--- config.mk ---
export PLATFORM = sky130hd
export DESIGN_NAME = log_scheduler
export DESIGN_NICKNAME = d
export VERILOG_FILES = /design/src/rtl/log_scheduler.sv
export SDC_FILE = /design/constraint.sdc
export NUM_CORES = 1
export LEC_CHECK = 0
export ABC_AREA = 1
export CAP_MARGIN = 0
export CORE_UTILIZATION = 49
export DETAILED_ROUTE_END_ITERATION = 10
export PLACE_DENSITY = 0.88
export SLEW_MARGIN = 20
export SYNTH_ARGS = -nofsm -noshare
export SYNTH_HDL_FRONTEND = slang
export SYNTH_SLANG_ARGS = --single-unit
--- constraint.sdc ---
create_clock -name CLK -period 2.55 [get_ports CLK]
set_input_delay 0.255 -clock CLK [delete_from_list [all_inputs] [get_ports CLK]]
set_output_delay 0.255 -clock CLK [all_outputs]
set_load 0.05 [all_outputs]
--- src/rtl/log_scheduler.sv ---
// Round-robin scheduler sharing one pipelined log unit between N_REQ requesters,
// with a credit-protected result FIFO. Optional macro: LOG_RANGE_CHECK_EN.
module log_scheduler #(
    parameter int          N_REQ       = 4,
    parameter int          LOG_LATENCY = 2,
    parameter int          FIFO_DEPTH  = 4,
    parameter logic [15:0] ONE_FX      = 16'h0400
) (
    input  logic                       CLK,
    input  logic                       RST,
    input  logic [N_REQ-1:0]           req_valid,
    output logic [N_REQ-1:0]           req_ready,
    input  logic [16*N_REQ-1:0]        req_data,
    output logic [15:0]                log_in,
    input  logic [15:0]                log_out,
    output logic                       rsp_valid,
    input  logic                       rsp_ready,
    output logic [$clog2(N_REQ)-1:0]   rsp_id,
    output logic [15:0]                rsp_data,
    output logic                       rsp_err,
    output logic                       busy
);

    localparam int DATA_W = 16;
    localparam int ID_W   = $clog2(N_REQ);
    localparam int AW     = $clog2(FIFO_DEPTH);
    localparam int CW     = $clog2(FIFO_DEPTH + LOG_LATENCY + 2) + 1;
    localparam logic [DATA_W-1:0] ERR_DATA = 16'h8000;

    function automatic logic [DATA_W-1:0] to_log_arg(input logic [DATA_W-1:0] x);
        return x - ONE_FX;
    endfunction

`ifdef LOG_RANGE_CHECK_EN
    // Taylor series only converges for 0 < x <= 2.0
    function automatic logic out_of_range(input logic [DATA_W-1:0] x);
        logic [DATA_W:0] lim;
        lim = {ONE_FX, 1'b0};
        return (x == '0) || ({1'b0, x} > lim);
    endfunction
`endif

    logic [ID_W-1:0]   rr_ptr;
    logic [ID_W-1:0]   gnt_id;
    logic              gnt_any;
    logic [ID_W:0]     cand;
    logic [DATA_W-1:0] gnt_data;
    logic              credit_ok;
    logic              hs;
    logic [CW-1:0]     inflight_cnt;
    logic [AW:0]       fifo_cnt;
    logic [AW-1:0]     wr_ptr;
    logic [AW-1:0]     rd_ptr;
    logic              push;
    logic              pop;
    logic [DATA_W-1:0] cap_data;

    logic              vld_p [0:LOG_LATENCY];
    logic [ID_W-1:0]   id_p  [0:LOG_LATENCY];
    logic [ID_W-1:0]   mem_id   [0:FIFO_DEPTH-1];
    logic [DATA_W-1:0] mem_data [0:FIFO_DEPTH-1];
`ifdef LOG_RANGE_CHECK_EN
    logic              err_p [0:LOG_LATENCY];
    logic              mem_err  [0:FIFO_DEPTH-1];
`endif

    // Arbitration: first valid requester at or after rr_ptr, wrapping
    always_comb begin
        gnt_any = 1'b0;
        gnt_id  = '0;
        cand    = '0;
        for (int i = 0; i < N_REQ; i++) begin
            cand = {1'b0, rr_ptr} + (ID_W+1)'(i);
            if (cand >= (ID_W+1)'(N_REQ))
                cand = cand - (ID_W+1)'(N_REQ);
            if (!gnt_any && req_valid[cand[ID_W-1:0]]) begin
                gnt_any = 1'b1;
                gnt_id  = cand[ID_W-1:0];
            end
        end
    end

    always_comb begin
        gnt_data = req_data[int'(gnt_id)*DATA_W +: DATA_W];
    end

    always_comb begin
        inflight_cnt = '0;
        for (int i = 0; i <= LOG_LATENCY; i++)
            inflight_cnt = inflight_cnt + CW'(vld_p[i]);
    end

    // Counts are registered, so a pop only frees credit on the following cycle
    assign credit_ok = (CW'(fifo_cnt) + inflight_cnt) < CW'(FIFO_DEPTH);
    assign hs        = !RST && gnt_any && credit_ok;
    assign req_ready = hs ? (N_REQ'(1) << gnt_id) : '0;
    assign log_in    = (!RST && gnt_any) ? to_log_arg(gnt_data) : '0;

    // Stage p0 is loaded at the issue edge; stage pLOG_LATENCY lines up with log_out
    always_ff @(posedge CLK or posedge RST) begin
        if (RST) begin
            for (int i = 0; i <= LOG_LATENCY; i++)
                vld_p[i] <= 1'b0;
        end else begin
            vld_p[0] <= hs;
            for (int i = 1; i <= LOG_LATENCY; i++)
                vld_p[i] <= vld_p[i-1];
        end
    end

    always_ff @(posedge CLK) begin
        id_p[0] <= gnt_id;
        for (int i = 1; i <= LOG_LATENCY; i++)
            id_p[i] <= id_p[i-1];
`ifdef LOG_RANGE_CHECK_EN
        err_p[0] <= out_of_range(gnt_data);
        for (int i = 1; i <= LOG_LATENCY; i++)
            err_p[i] <= err_p[i-1];
`endif
    end

    // Capture into the result FIFO
    assign push = vld_p[LOG_LATENCY];
    assign pop  = rsp_valid && rsp_ready;

`ifdef LOG_RANGE_CHECK_EN
    assign cap_data = err_p[LOG_LATENCY] ? ERR_DATA : log_out;
`else
    assign cap_data = log_out;
`endif

    always_ff @(posedge CLK or posedge RST) begin
        if (RST) begin
            rr_ptr   <= '0;
            wr_ptr   <= '0;
            rd_ptr   <= '0;
            fifo_cnt <= '0;
        end else begin
            if (hs)
                rr_ptr <= (gnt_id == ID_W'(N_REQ-1)) ? '0 : gnt_id + 1'b1;
            if (push)
                wr_ptr <= wr_ptr + 1'b1;
            if (pop)
                rd_ptr <= rd_ptr + 1'b1;
            case ({push, pop})
                2'b10:   fifo_cnt <= fifo_cnt + 1'b1;
                2'b01:   fifo_cnt <= fifo_cnt - 1'b1;
                default: fifo_cnt <= fifo_cnt;
            endcase
        end
    end

    always_ff @(posedge CLK) begin
        if (push) begin
            mem_id[wr_ptr]   <= id_p[LOG_LATENCY];
            mem_data[wr_ptr] <= cap_data;
`ifdef LOG_RANGE_CHECK_EN
            mem_err[wr_ptr]  <= err_p[LOG_LATENCY];
`endif
        end
    end

    // Head outputs are forced to zero when empty so stale entries never show
    assign rsp_valid = (fifo_cnt != '0);
    assign rsp_id    = rsp_valid ? mem_id[rd_ptr]   : '0;
    assign rsp_data  = rsp_valid ? mem_data[rd_ptr] : '0;
`ifdef LOG_RANGE_CHECK_EN
    assign rsp_err   = rsp_valid && mem_err[rd_ptr];
`else
    assign rsp_err   = 1'b0;
`endif
    assign busy      = (inflight_cnt != '0) || rsp_valid;

endmodule

==> summary.txt <==
Flow run
  – Max Cap Viol: 0

Layout
  – P&R area growth vs syn: 49.3%
  – Final Util: 0.757
  – Layout Nets: 759
  – Share of post-route cells with drive strength above 1: 0.286
  – Ant. Diodes: 0
  – Commonest non-fill, non-tap cell in the layout: nor2_1
  – Commonest cells after routing, fill and taps aside: 98 x nor2_1, 87 x clkdlybuf4s50_1, 72 x edfxtp_1

Place
  – Detail Placement HPWL: around 8600 um
  – IO buf count: 126
  – Setup WS pre-CTS: -220 ps
  – GPL Wtd Cong: 0.940

STA
  – Setup-failing EPs final: 20
  – Final Hold Vio Count: 0
  – Slew Limit Fails: 0
  – Setup Skew: around 8.5 ps
  – Period Utilization, post-route: 1.17
  – Final WS setup: -426 ps
  – Fin crit period: between 2000 and 3000 ps
  – Worst rel slew slack: 0.455
  – Slew @ Worst Pin: 816 ps
  – Max Clock Freq: 0.336 GHz
  – RSZ-0062 raised after global routing: yes

Route
  – Post-DR wirelength/cell: 15.7 um
  – First drt pass iteration count: 5
  – Final WL: 12500 um
  – DR vias: roughly 4200
  – Remaining antenna violation count: 0
  – Vias per cell: about 5.3
  – 1st-iter DRT viols: 216
  – Drc violations: 0

Global routing
  – Gr ovfl total: 0
  – GRT Total Usage: 0.255
  – Global-route wire length before repair: between 15000 and 20000 um
  – Largest net degree at the start of global routing: 38
  – Initial antenna violation count: 0
  – Number of global-route vias before repair: 4165

Synthesis
  – Syn Area/Cell: around 9 sq um
  – Share of the synthesized area in the top cell type: 0.462
  – Netlist cell types: 33
  – Post-synthesis sequential area ratio: 0.552
  – EDFF count, synth: 72
  – Warnings, synthesis: 0
  – Yosys top cell by area: edfxtp_1
  – Syn Nets: around 600
  – Async S/R FF share, synth: 0.133
  – Synth top area cells: edfxtp_1 46%, nor2_1 8.5%, o21ai_0 6.7%, dfrtp_1 6.4%, nand2_1 5.9%
  – Flip-flop and latch count after synthesis: 90
  – Synth Flop Type: edfxtp_1
  – Cell count after synthesis: 508
  – Mapped Area: 0.00468 sq mm

Setup path
  – Worst R2R Start: rr_ptr[0]
  – R2R cell count: 15
  – Setup crit end kind: output port
  – Critical path startpoint: rr_ptr[0]
  – Worst setup SP type: flop
  – Worst Setup Path Type: flop to output port
  – Arr. time, crit path: ~2700 ps
  – Worst r2r dst: rr_ptr[1]
  – Req. time, crit path: 2300 ps
  – Crit path max fanout: 9
  – Capture point of the critical path: log_in[14]
  – R2R setup slack: 320 ps

Floorplan
  – Die W: between 90 and 100 um
  – Row cnt: 35
  – Die Y: 99.8 um
  – Initial cell density of the core: 0.507
  – Boundary Pins: 128
  – DIE AREA: roughly 0.01 sq mm
  – Core Region: ~0.0092 sq mm

Clock network
  – Hold buffers post-CTS: 0
  – CTS H-tree lvls: 3
  – Worst skew pair latency: 340 ps
  – Clock-pin slew on the worst setup and hold paths: 80 ps
  – Clock tree buffer depth: 2
  – TritonCTS clock tree: built
  – Root buffer cell: clkbuf_8
  – Clock sink count: 90
  – Clock buffer count from CTS: 9

Outcome
  – Status: complete, but fails checks
  – Failing checks: negative setup slack

Hold path
  – Hold/Removal Path Class: input port to async pin
-- through the flow --
stage               hold slack [ps]  cell area [sq um]  cells  setup TNS (ps)
floorplan                       128               4740    508               0
global placement                311               6450    770            -566
detailed placement              312               6450    770           -1980
CTS                             269               6880    793           -3940
global route                    294               6990    794           -7920
finish                          263               6990    794           -4850
-- how the worst min path moves through the flow --
stage                        to  slack [ps]  cells past startpoint
finish                 vld_p[2]         260                      3
CTS                 fifo_cnt[2]         270                      3
global placement     id_p[0][4]         310                      0
global route          rd_ptr[0]         290                      3
detailed placement   id_p[0][3]         310                      0
floorplan           fifo_cnt[0]         130                      1
-- per-layer routing --
metal | global-route usage | part of all wire | up-vias
li1 | - | - | 2010
met1 | 0.280 | 0.37 | 1955
met2 | 0.484 | 0.53 | 197
met3 | 0.0654 | 0.076 | 19
met4 | 0.0633 | 0.014 | 0
met5 | 0 | 0 | -
-- cell type report --
class | count | area [sq um]
Tap cell | 129 | 161
Multi-Input combinational cell | 354 | 2110
Inverter | 41 | 164
Timing Repair inverter | 1 | 7.51
Timing Repair Buffer | 163 | 1770
Clock inverter | 4 | 52.6
Clock buffer | 12 | 135
Sequential cell | 90 | 2580
Fill cell | 576 | 2250
-- synthesized netlist by cell type, types with 9 or more instances --
cell type and count:
nand4_1 9, inv_1 32, ha_1 10, nand2_2 11
nand2_1 73, dfrtp_1 12, nor2_1 106, clkbuf_1 16
o21ai_0 63, edfxtp_1 72, o21bai_1 10, a21oi_1 33
nand3_1 12
-- registers in the layout (all words and copies together), names as in the netlist --
signal,flops
id_p,6
fifo_cnt,3
rd_ptr,2
mem_id,8
vld_p,2
mem_data,64
rr_ptr,2
push,1
wr_ptr,2
-- logic make-up (layout without fill, tap and decap cells) --
kind of cell,after synthesis,after routing,synth area share
adder cells (fa/ha/maj),12,12,0.0353
AO/OA/AOI/OAI,108,108,0.123
buffers and inverters,65,221,0.0601
XOR/XNOR,4,4,0.00748
flip-flops,90,90,0.552
AND/OR/NAND/NOR,228,229,0.222
other,1,1,0.000801
-- worst max-delay path, cell delays in order, from the launching register on --
cell and delay (ps):
dfrtp_2 470, buf_8 170, nand2_1 70, nand2_2 80
nand2_2 80, inv_2 50, nor2_2 140, nand3_4 130
buf_6 160, nand4_1 110, nand3_1 130, nand2_2 120
nand2_4 80, nor2_4 150, nand2_2 90, a21oi_4 190
buf_12 150
-- timing repair --
action | CTS | global route
gates resized for setup | 68 | 29
setup buffers | 5 | 1
cloned | 2 | 0
setup endpoints to repair | 20 | 20
pin swaps | 21 | 21
Power is not shown: default switching activity piles up to over one toggle a cycle in this logic, so the estimate is an artifact.
